--- src/rtl/mapping_ptr_fetch.sv ---
// mapping_ptr_fetch: reads PTR_COUNT mapping pointers from BRAM, decodes each
// into {way,row} and queues it in a FIFO. The FIFO head is issued to the AXI
// command issuer in strict order, gated by the per-way NFC busy flags.
// Optional build macro: PTR_VALID_CHK_EN (drop pointers whose valid bit is 0).
module mapping_ptr_fetch #(
    parameter logic [31:0] START_ADDR = 32'h4580_0000,
    parameter int unsigned PTR_COUNT  = 16,
    parameter int unsigned FIFO_DEPTH = 4
) (
    input  logic        clk,
    input  logic        rst_n,
    input  logic        start,
    output logic        ram_clk,
    output logic        ram_rst,
    output logic [31:0] ram_addr,
    output logic        ram_en,
    input  logic [31:0] ram_rd_data,
    input  logic [7:0]  check_nfc_busy,
    output logic        cmd_valid,
    input  logic        cmd_ready,
    output logic [2:0]  cmd_way,
    output logic [23:0] cmd_row,
    output logic        busy,
    output logic        done,
    output logic [7:0]  fetch_cnt
);

    localparam int unsigned AW       = $clog2(FIFO_DEPTH);
    localparam logic [AW:0] DEPTH_C  = (AW+1)'(FIFO_DEPTH);
    localparam logic [7:0]  PTR_CNT8 = 8'(PTR_COUNT);

    typedef enum logic [2:0] {IDLE, RD, CAP, DRAIN, FIN} state_t;

    state_t          state, next_state;
    logic            cap_pending;
    logic [AW-1:0]   rd_ptr, wr_ptr;
    logic [AW:0]     count, count_next;
    logic [26:0]     mem [FIFO_DEPTH];
    logic [26:0]     head;
    logic            push, pop, ptr_ok;
    logic [7:0]      fetch_cnt_next;
    logic            unused_rsvd;

    assign ram_clk = clk;
    assign ram_rst = ~rst_n;

    assign unused_rsvd = ^ram_rd_data[31:27];

`ifdef PTR_VALID_CHK_EN
    assign ptr_ok = ram_rd_data[31];
`else
    assign ptr_ok = 1'b1;
`endif

    assign head       = mem[rd_ptr];
    assign pop        = cmd_valid & cmd_ready;
    assign push       = (state == CAP) & cap_pending & ptr_ok;
    assign count_next = count + (AW+1)'(push) - (AW+1)'(pop);

    // Next-state and run-counter decode; CAP only advances to RD when the
    // FIFO will have room for the next captured pointer.
    always_comb begin
        next_state     = state;
        fetch_cnt_next = fetch_cnt;
        case (state)
            IDLE: begin
                if (start && (count != DEPTH_C)) begin
                    next_state     = RD;
                    fetch_cnt_next = '0;
                end
            end
            RD: next_state = CAP;
            CAP: begin
                if (cap_pending) fetch_cnt_next = fetch_cnt + 8'd1;
                if (fetch_cnt_next < PTR_CNT8) begin
                    if (count_next != DEPTH_C) next_state = RD;
                end else begin
                    next_state = DRAIN;
                end
            end
            DRAIN: if ((count == '0) && !cmd_valid) next_state = FIN;
            FIN:     next_state = IDLE;
            default: next_state = IDLE;
        endcase
    end

    // FIFO storage for decoded {way,row}; contents need no reset.
    always_ff @(posedge clk) begin
        if (push) mem[wr_ptr] <= ram_rd_data[26:0];
    end

    // Fetch FSM, FIFO pointers and registered command/BRAM outputs.
    always_ff @(posedge clk or negedge rst_n) begin
        if (!rst_n) begin
            state       <= IDLE;
            cap_pending <= 1'b0;
            fetch_cnt   <= '0;
            ram_addr    <= '0;
            ram_en      <= 1'b0;
            busy        <= 1'b0;
            done        <= 1'b0;
            rd_ptr      <= '0;
            wr_ptr      <= '0;
            count       <= '0;
            cmd_valid   <= 1'b0;
            cmd_way     <= '0;
            cmd_row     <= '0;
        end else begin
            state       <= next_state;
            fetch_cnt   <= fetch_cnt_next;
            busy        <= (next_state != IDLE);
            done        <= (next_state == FIN);
            ram_en      <= (next_state == RD);
            cap_pending <= (state == RD);
            if (next_state == RD)
                ram_addr <= START_ADDR + {22'd0, fetch_cnt_next, 2'b00};

            if (push) wr_ptr <= wr_ptr + 1'b1;
            if (pop)  rd_ptr <= rd_ptr + 1'b1;
            count <= count_next;

            // The command is latched from the head once its way is idle and
            // then held until accepted, so later busy changes cannot retract it.
            if (pop) begin
                cmd_valid <= 1'b0;
            end else if (!cmd_valid && (count != '0) && !check_nfc_busy[head[26:24]]) begin
                cmd_valid <= 1'b1;
                cmd_way   <= head[26:24];
                cmd_row   <= head[23:0];
            end
        end
    end

endmodule

--- config.mk ---
export PLATFORM = sky130hd
export DESIGN_NAME = mapping_ptr_fetch
export DESIGN_NICKNAME = d
export VERILOG_FILES = /design/src/rtl/mapping_ptr_fetch.sv
export SDC_FILE = /design/constraint.sdc
export NUM_CORES = 1
export LEC_CHECK = 0
export ABC_AREA = 1
export BUFFER_PORTS_ARGS = -buffer_cell sky130_fd_sc_hd__buf_2
export CORE_ASPECT_RATIO = 0.6
export CORE_MARGIN = 10
export CORE_UTILIZATION = 46
export CTS_BUF_LIST = sky130_fd_sc_hd__clkbuf_8
export DETAILED_ROUTE_END_ITERATION = 7
export GPL_TIMING_DRIVEN = 0
export PLACE_DENSITY = 0.81
export REMOVE_ABC_BUFFERS = 1
export SYNTH_ARGS = -nofsm -noshare
export SYNTH_HDL_FRONTEND = slang
export SYNTH_SLANG_ARGS = --single-unit
export TNS_END_PERCENT = 5
--- constraint.sdc ---
create_clock -name clk -period 2.7 [get_ports clk]
set_input_delay 0 -clock clk [delete_from_list [all_inputs] [get_ports clk]]
set_output_delay 0 -clock clk [all_outputs]
set_load 0.01 [all_outputs]
==> summary.txt, run 1 <==
VDD IR max: 482 µV
Row cnt: 34
Global-route wire length before repair: 24700 µm
Crit. End Element: flop
MaxCap Viol Count: 0
CP max FO: 6
Chip Height: 115 µm
Post-DP Area: 0.00745 mm²
Leak pwr: 3.59 nW
Num ports: 117
Total track usage: 0.155
Setup WS pre-CTS: -1120 ps
Vias: 4805
Initial Util: 0.475
Worst-Margin Slew: 1340 ps
1st-iter DRT viols: 370
Synth cell types: 38
Post-Syn Instances: 609
Failing checks: setup timing
DR DRC count: 0
CP max stage delay: 560 ps
Insertion delay to the later sink of the worst-skew pair: 550 ps
Crit start category: flop
Slew HR: 0.103
Final worst path period need: 2710 ps
Hold Crit Class: in -> async
Netlist Area Pre-Place: 0.00695 mm²
WL/cell: 17.7 µm
Pin count of the biggest net entering global routing: 61
Reg2Reg Setup Slack: -10 ps
Final GP Congestion: 0.839
Fmax: 369 MHz
Final instance area: 0.00849 mm²
Slowest library cell on the worst path: fa_2
CP top delay family: adder cells
Seq/Total Area, Yosys: 0.679
Core area: 0.0146 mm²
CTS tree: built
Final Cycle Share: 1.00
Worst setup margin: -11.2 ps
CTS clock-pin slew for the worst setup and hold paths: 90 ps
Final count of negative-setup-slack endpoints: 5
Fin. max-slew vios: 0
Clock Skew: 11.7 ps
Number of port buffers: 91
Avg Cell Area, Syn: 11.4 µm²
Layout area overhead: 22.2%
Antenna Violating Nets Remaining: 0
Detailed placement HPWL: 9530 µm
Critical path type: reg -> reg
Worst path cell trace: inv_2, nand2_4, nor2_4, nand2_4, ha_4, inv_2, ha_4, fa_2, nor2_2, nand3_2, nand3_2, a21oi_4, buf_12, nand2_8, nand2_2, nand2_1
Cell Pwr Density: 1120 mW/mm²
Fin nets: 794
Status: finished with violations
Worst path bufs/invs: 3
Antenna diode count: 0
Pre-antenna DRT Iters: 5
R2r endpoint: ram_addr[4]$_DFFE_PN0N_
Die extent in x: 179 µm
Yosys warnings: 0
Share of cells above drive strength 1: 0.258
Register bit total from synthesis: 167
RSZ-0062 raised after global routing: true
Initial antenna violation count: 0
DRT Wirelength: 16900 µm
CP required: 3140 ps
Vias per std cell: 5.04
Global route total overflow: 0
Final-report hold violation count: 0
CP arrival: 3160 ps
Vias in the first global route: 4607
R2R cell count: 16
RR Startpoint: state[0]$_DFF_PN0_
DIE AREA: 0.0206 mm²
-- how the worst max path moves through the flow --
stage                           from                 endpoint  slack, ps  depth (start not counted)
3_5_place_dp      state[0]$_DFF_PN0_  ram_addr[9]$_DFFE_PN0N_      -1120                         17
3_3_place_gp   rd_ptr[0]$_DFFE_PN0P_   cmd_row[8]$_DFFE_PN0P_      -1470                         11
2_1_floorplan  rd_ptr[0]$_DFFE_PN0P_  cmd_row[10]$_DFFE_PN0P_       -270                         11
5_1_grt           state[0]$_DFF_PN0_  ram_addr[4]$_DFFE_PN0N_        -80                         16
4_1_cts           state[0]$_DFF_PN0_  ram_addr[9]$_DFFE_PN0N_         -4                         17
6_report          state[0]$_DFF_PN0_  ram_addr[4]$_DFFE_PN0N_        -10                         16
-- stage by stage --
step | total power [mW] | cells | setup TNS, ps | hold WS, ps | util
floorplan | 5.71 | 582 | -18600 | -296 | -
global placement | 6.71 | 871 | -182180 | 101 | 0.507
detailed placement | 6.86 | 871 | -49870 | 101 | 0.509
CTS | 9.09 | 944 | -3.84 | 172 | 0.569
global route | 10.1 | 953 | -957 | 140 | 0.580
finish | 9.55 | 953 | -25.9 | 87.7 | 0.580
-- cells by family after synthesis --
logic type	count (synthesis)	synth area share
xor gates and xnor gates	4	0.00504
buffers and inverters	116	0.0810
and+or+nand+nor	192	0.120
adders and majority gates	8	0.0155
other	1	0.000540
DFF	167	0.679
AOI/OAI and AO/OA	121	0.0992
-- layout by cell type (no fill, tap or decap), drive strengths merged --
master,instances
edfxtp,108
buf,105
nand2,89
o21ai,85
inv,74
nor2,71
dfrtp,59
dlygate4sd3,30
nand3,25
o22ai,24
conb,20
clkbuf,20
ha,7
clkinv,7
a21oi,6
nor3,4
xor2,4
o211ai,3
nor4,2
bufinv,2
clkinvlp,2
and3,1
o31ai,1
nand4,1
and2,1
or2,1
a32oi,1
a31oi,1
fa,1
-- state kept, by name (all words and copies together), names as in the netlist, 3 cells and up --
name and count:
cmd_row 24, cmd_way 3, count 3, fetch_cnt 8, mem 108, ram_addr 9, state 3
-- cells in the mapped netlist --
cell | n | share of area
xor2_1 | 4 | 0.0050
nand2_4 | 2 | 0.0032
buf_2 | 3 | 0.0022
or2_2 | 1 | 0.00090
o22ai_1 | 24 | 0.022
nand4_1 | 1 | 0.00090
ha_1 | 7 | 0.013
nand3_1 | 18 | 0.013
o21ai_0 | 55 | 0.040
nor2_4 | 1 | 0.0016
o21ai_2 | 6 | 0.0076
o31ai_1 | 1 | 0.0011
fa_1 | 1 | 0.0029
o21ai_1 | 24 | 0.017
nand3_2 | 3 | 0.0043
edfxtp_1 | 108 | 0.47
o211ai_1 | 2 | 0.0022
nor2_2 | 2 | 0.0018
nand2_1 | 84 | 0.045
buf_4 | 27 | 0.029
dfrtp_1 | 59 | 0.21
conb_1 | 1 | 0.00054
nor2_1 | 68 | 0.037
buf_6 | 3 | 0.0049
a21oi_1 | 5 | 0.0036
a21oi_4 | 1 | 0.0023
clkbuf_1 | 13 | 0.0070
nor3_1 | 4 | 0.0029
a31oi_1 | 1 | 0.00090
a32oi_1 | 1 | 0.0013
and3_1 | 1 | 0.00090
inv_1 | 64 | 0.035
o211ai_2 | 1 | 0.0018
inv_2 | 6 | 0.0032
and2_1 | 1 | 0.00090
nand2_2 | 3 | 0.0027
nor4_1 | 2 | 0.0018
nand3_4 | 1 | 0.0025
-- final cells by class --
cell class	instances	area [µm²]
fill	1158	6140
sequential	167	4720
multi-input combinational	348	1920
timing repair buffer	134	887
clock buffer	21	280
inverter	70	280
tap	198	248
clock inverter	15	150
-- worst register-to-register path, stage by stage (launching register included) --
cell     delay (ps)
dfrtp_1         410
inv_2           100
nand2_4          80
nor2_4          120
nand2_4          80
ha_4            280
inv_2            40
ha_4            150
fa_2            560
nor2_2           50
nand3_2          80
nand3_2         100
a21oi_4         230
buf_12          140
nand2_8          70
nand2_2          70
nand2_1          50
-- what timing repair did --
item                       CTS  global route
cloned                       1             2
hold endpoints to repair   171             0
buffers inserted             7             7
hold buffers                30             0
setup endpoints to repair  151            40
pin swaps                    7            11
gates resized for setup     20            19
-- metal layers --
layer | track usage | share of wire
met5 | 0 | 0
met3 | 0.0468 | 0.086
met2 | 0.246 | 0.46
met4 | 0.0565 | 0.013
met1 | 0.198 | 0.44
-- where the power goes --
part           switching (mW)  internal [mW]  total (mW)
clock network           0.944          0.928        1.87
logic                    2.69           1.39        4.08
registers               0.387           3.21        3.60
Note: power is estimated with default switching activity, not from simulation.
==> inputs of run 2 (changes only) <==
- CORE_UTILIZATION: 46 -> 52
- PLACE_DENSITY: 0.81 -> 0.89
- SETUP_SLACK_MARGIN: not set -> 0.4
==> run 2 against run 1 <==
  * The flow now finishes without violations
  * Critical path depth is the same
  * Largest power group unchanged
  * Die area decreased by 9.9%
  * Critical endpoint unchanged
  * Sequential cell count unchanged
  * First-iteration DRC count increased by 21%
  * Register-to-register slack improved by 50 ps
  * Non-clock buffer count increased by 4
  * Wire length rose by 1.9%
==> summary.txt, run 2 (synthesis gave the netlist of run 1 again) <==
Vias in the first global route: 4800 (+4.2%)
Row cnt: 32 (-5.9%)
Critical path type: reg -> reg
Net Switching: 4.12 mW (+2.6%)
Fin nets: 799 (+0.63%)
Cell Pwr Density: 1160 mW/mm² (+2.9%)
Status: completed
Leak pwr: 3.66 nW (+1.9%)
Post-route total power: 9.95 mW (+4.3%)
Slew HR: 0.148 (+0.0450)
MaxCap Viol Count: 0 (unchanged)
Initial antenna violation count: 0 (unchanged)
Final count of negative-setup-slack endpoints: 0 (-5)
Global route total overflow: 0 (unchanged)
VDD IR max: 541 µV (+12%)
Fin. max-slew vios: 0 (unchanged)
Most flops, register: mem
CP arrival: 3110 ps (-50 ps)
Core area: 0.0130 mm² (-11%)
Antenna diode count: 0 (unchanged)
WL/cell: 18.5 µm (+4.4%)
Final-report hold violation count: 0 (unchanged)
Reg2Reg Setup Slack: 40 ps (+50 ps)
Int Pwr: 5.83 mW (+5.5%)
Vias per std cell: 5.33 (+5.7%)
Largest regs: mem (108), cmd_row (24), ram_addr (9)
Insertion delay to the later sink of the worst-skew pair: 550 ps (about the same)
Share of cells above drive strength 1: 0.266 (+0.00751)
Pin count of the biggest net entering global routing: 61 (unchanged)
CTS tree: built
DR DRC count: 0 (unchanged)
Initial Util: 0.536 (+0.0608)
Die extent in x: 169 µm (-5.3%)
Fill count: 915 (-21%)
DIE AREA: 0.0185 mm² (-9.9%)
Seq pwr share: 0.356 (-0.021)
CTS clock-pin slew for the worst setup and hold paths: 100 ps (about the same)
Chip Height: 110 µm (-4.9%)
Final worst path period need: 2660 ps (-50.1 ps)
Num ports: 117 (unchanged)
Logic pwr share: 0.429 (+0.002)
CP max FO: 7 (+1)
Fmax: 376 MHz (+1.9%)
Setup WS pre-CTS: -1030 ps (+92.9 ps)
Detailed placement HPWL: 9370 µm (-1.7%)
Number of port buffers: 91 (unchanged)
Vias: 4955 (+3.1%)
Max reg flops: 108 (unchanged)
Most frequent cells in the layout: edfxtp_1, buf_2, nand2_1
1st-iter DRT viols: 446 (+21%)
DRT Wirelength: 17200 µm (+1.9%)
Crit start category: flop
Final GP Congestion: 0.819 (-2.4%)
Clk pwr share: 0.214 (+0.018)
Layout area overhead: 23.8%
RSZ-0062 raised after global routing: true
Worst setup margin: 38.9 ps (+50.1 ps)
CP required: 3150 ps (about the same)
Clock Skew: 16.5 ps (+4.81 ps)
Crit. End Element: flop
Commonest non-fill, non-tap cell in the layout: edfxtp_1
Sw Share: 0.414 (-0.00676)
Hold Crit Class: in -> async
Pre-antenna DRT Iters: 5 (unchanged)
Total track usage: 0.173 (+0.0180)
Global-route wire length before repair: 25200 µm (+1.9%)
Antenna Violating Nets Remaining: 0 (unchanged)
Final Cycle Share: 0.986 (-0.0186)
Worst-Margin Slew: 1270 ps (-67.2 ps)
[run 2: power by group through the flow]
stage,Combinational (mW),Sequential [mW],Clock (mW)
floorplan,2.00,3.71,0
global placement,2.98,3.67,0.0224
detailed placement,3.12,3.69,0.0224
CTS,3.54,3.61,2.13
global route,4.71,3.60,2.25
finish,4.27,3.55,2.13
[run 2: stage by stage]
step           hold WS (ps)  utilization  area, µm²  instances  setup TNS, ps
6_report               65.6        0.663       8610        930              0
5_1_grt                 113        0.663       8610        930           -333
4_1_cts                98.9        0.647       8390        918              0
3_5_place_dp            101        0.574       7440        844         -44040
3_3_place_gp            101        0.570       7390        843        -169130
2_1_floorplan          -296            -       6720        582         -18600
[run 2: area by class of cell]
| type | count | area [µm²] | area share |
|---|---|---|---|
| clock buffers | 22 | 294 | 0.0342 |
| flip-flops and latches | 167 | 4730 | 0.549 |
| repair buffers | 138 | 941 | 0.109 |
| multi-input cells | 349 | 1950 | 0.226 |
| inverters | 70 | 288 | 0.0334 |
| clock inverters | 14 | 196 | 0.0228 |
| well taps | 170 | 213 | 0.0247 |
[run 2: path summary, 6_finish.rpt]
check                                     endpoint                     from  depth (start not counted)
setup / recovery           ram_addr[4]$_DFFE_PN0N_       state[2]$_DFF_PN0_                         16
hold / removal             cmd_row[17]$_DFFE_PN0P_                    rst_n                          2
setup reg to reg           ram_addr[4]$_DFFE_PN0N_       state[2]$_DFF_PN0_                         16
hold reg to reg            ram_addr[5]$_DFFE_PN0N_  ram_addr[5]$_DFFE_PN0N_                          2
max in group asynchronous    rd_ptr[0]$_DFFE_PN0P_                    rst_n                          2
min in group clk            cmd_row[5]$_DFFE_PN0P_        check_nfc_busy[5]                          6
[run 2: repair_timing]
item | CTS | global route
hold endpoints to repair | 174 | 0
pin swaps | 9 | 13
hold buffers | 30 | 0
setup buffers | 8 | 9
cloned | 1 | 3
gates resized for setup | 20 | 25
endpoints found under the setup margin | 152 | 41
[run 2: critical path, stage by stage, from the launching register on]
cell     delay (ps)
dfrtp_1         420
inv_2            90
nand2_4          60
nor2_4          130
nand2_4          80
ha_4            270
inv_2            40
ha_4            150
fa_1            480
nor2_2          140
nand3_2         100
nor2_1           90
nand3_1          90
nand2_2         100
nand2_4         110
nand3_1         160
nand2_1          60
[run 2: metal layers]
metal  wire length, µm  track usage  vias to the layer above
li1                  -            -                     2304
met1              7250        0.227                     2379
met2              8080        0.276                      250
met3              1640       0.0456                       22
met4               204       0.0601                        0
met5                 0            0                        -
==> inputs of run 3 (changes only) <==
- CORE_MARGIN: 10 -> not set
==> run 3 against run 2 <==
  * First-iteration DRC count shrank 9.4%
  * Clock skew shrank 2.1 ps
  * Non-clock buffer count shrank 7
  * Register-to-register slack lost 20 ps
  * Combinational power shrank 5.4%
  * Core utilization grew 0.34 points
  * Global-route usage grew 6.2 points
  * Critical path type unchanged
==> summary.txt, run 3 (synthesis gave the netlist of run 1 again) <==
Layout area overhead: 24.1%
CTS clock-pin slew for the worst setup and hold paths: 90 ps (about the same)
CP max FO: 6 (-1)
Core area: 0.0129 mm² (-0.31%)
Fin. max-slew vios: 0 (unchanged)
Initial Util: 0.537 (+0.00166)
Final GP Congestion: 0.825 (+0.65%)
Detailed placement HPWL: 8160 µm (-13%)
Global-route wire length before repair: 23900 µm (-5.1%)
Share of cells above drive strength 1: 0.289 (+0.0235)
1st-iter DRT viols: 404 (-9.4%)
Vias per std cell: 5.29 (-0.67%)
Crit. End Element: flop
Insertion delay to the later sink of the worst-skew pair: 550 ps (about the same)
R2r endpoint: ram_addr[7]$_DFFE_PN0N_
Die extent in x: 151 µm (-11%)
Num ports: 117 (unchanged)
Largest regs: mem (108), cmd_row (24), ram_addr (9)
CTS tree: built
Number of port buffers: 91 (unchanged)
Slew HR: 0.383 (+0.236)
Layout Utilization: 0.667 (+0.00341)
CP required: 3150 ps (about the same)
Commonest non-fill, non-tap cell in the layout: edfxtp_1
Pin count of the biggest net entering global routing: 61 (unchanged)
DR DRC count: 0 (unchanged)
Vias: 4869 (-1.7%)
Final count of negative-setup-slack endpoints: 0 (unchanged)
Row cnt: 32 (unchanged)
CP top delay family: adder cells
DIE AREA: 0.0138 mm² (-25%)
Most frequent cells in the layout: edfxtp_1, buf_2, inv_1, nand2_1, nor2_1
Fmax: 373 MHz (-0.68%)
Worst path cell trace: inv_2, nand2_4, nor2_4, nand2_8, ha_4, inv_2, ha_4, fa_2, nor2_2, nand3_2, nand3_2, a21oi_4, buf_12, nand2_8, inv_4, nor2_2
R2R cell count: 16 (unchanged)
Reg2Reg Setup Slack: 20 ps (-20 ps)
Status: completed
Setup WS pre-CTS: -1100 ps (-65.7 ps)
Worst path bufs/invs: 4 (+2)
Vias in the first global route: 4785 (-0.31%)
Global route total overflow: 0 (unchanged)
Clock Skew: 14.4 ps (-2.06 ps)
WL/cell: 16.5 µm (-10%)
Total track usage: 0.235 (+0.0616)
Non-Filler Instances: 920 (-1.1%)
Pre-antenna DRT Iters: 5 (unchanged)
MaxCap Viol Count: 0 (unchanged)
Most flops, register: mem
CP arrival: 3130 ps (+20 ps)
Antenna Violating Nets Remaining: 0 (unchanged)
Worst-Margin Slew: 923 ps (-350 ps)
Final worst path period need: 2680 ps (+18.3 ps)
RR Startpoint: state[0]$_DFF_PN0_
RSZ-0062 raised after global routing: true
Slowest library cell on the worst path: fa_2
Initial antenna violation count: 0 (unchanged)
Hold Crit Class: in -> async
Crit start category: flop
Fin nets: 789 (-1.3%)
DRT Wirelength: 15200 µm (-11%)
Leak pwr: 3.65 nW (-0.30%)
Critical path type: reg -> reg
Max reg flops: 108 (unchanged)
VDD IR max: 519 µV (-4.1%)
Worst setup margin: 20.7 ps (-18.3 ps)
Final Cycle Share: 0.992 (+0.00677)
Final-report hold violation count: 0 (unchanged)
Antenna diode count: 0 (unchanged)
CP max stage delay: 550 ps (+70 ps)
Cell Pwr Density: 1150 mW/mm² (-0.80%)
Cells after DPL: 843 (-0.12%)
Chip Height: 91.5 µm (-16%)
[run 3: cell types whose count changed in the layout (fill, tap and decap cells not counted), moves of 2 or more]
cell / change
nand2_1: -17
nand2_2: +15
o21ai_1: -7
o21ai_2: +7
buf_4: -5
clkbuf_8: +2
inv_6: -2
inv_8: -2
nand2_8: +2
nand3_2: -2
[run 3: worst max-delay path by stage]
| stage | startpoint | endpoint | slack [ps] | cells past startpoint |
|---|---|---|---|---|
| floorplan | rd_ptr[0]$_DFFE_PN0P_ | cmd_row[10]$_DFFE_PN0P_ | -270 | 11 |
| global placement | rd_ptr[0]$_DFFE_PN0P_ | cmd_row[12]$_DFFE_PN0P_ | -1490 | 11 |
| detailed placement | state[0]$_DFF_PN0_ | ram_addr[6]$_DFFE_PN0N_ | -1100 | 17 |
| CTS | state[0]$_DFF_PN0_ | ram_addr[7]$_DFFE_PN0N_ | -20 | 17 |
| global route | state[0]$_DFF_PN0_ | ram_addr[5]$_DFFE_PN0N_ | -70 | 16 |
| finish | state[0]$_DFF_PN0_ | ram_addr[7]$_DFFE_PN0N_ | 20 | 16 |
[run 3: area by class of cell]
cell class                 instances  area (µm²)
inverter                          70         287
clock buffer                      24         322
clock inverter                    12         198
fill                             893        4310
multi-input combinational        346        2010
tap                              170         213
sequential                       167        4730
timing repair buffer             131         865
[run 3: power breakdown]
part	leakage, nW	internal, mW	switching, mW	total [mW]
registers	1.71	3.22	0.444	3.66
logic	1.67	1.43	2.62	4.04
clock network	0.266	1.28	0.909	2.19
[run 3: layer usage]
| layer | track usage | part of all wire | vias up | routed length, µm |
|---|---|---|---|---|
| met1 | 0.318 | 0.44 | 2321 | 6710 |
| met3 | 0.0668 | 0.074 | 27 | 1130 |
| li1 | - | - | 2281 | - |
| met4 | 0.107 | 0.016 | 0 | 246 |
| met2 | 0.350 | 0.47 | 240 | 7130 |
| met5 | 0 | 0 | - | 0 |
[run 3: timing repair]
action | in CTS | in global routing
setup endpoints to repair | 152 | 41
setup buffers | 9 | 2
hold buffers | 30 | 0
hold endpoints to repair | 172 | 0
pin swaps | 44 | 9
resized for setup | 63 | 10
gates cloned | 1 | 0
[run 3: through the flow]
step	hold WS (ps)	setup TNS (ps)	power (mW)	area (µm²)
after CTS	172	-17.4	9.67	8560
after global routing	126	-581	10.5	8620
after floorplan	-296	-18600	5.71	6720
after detailed placement	101	-50130	6.79	7420
final	79.6	0	9.89	8620
after global placement	101	-178160	6.65	7390
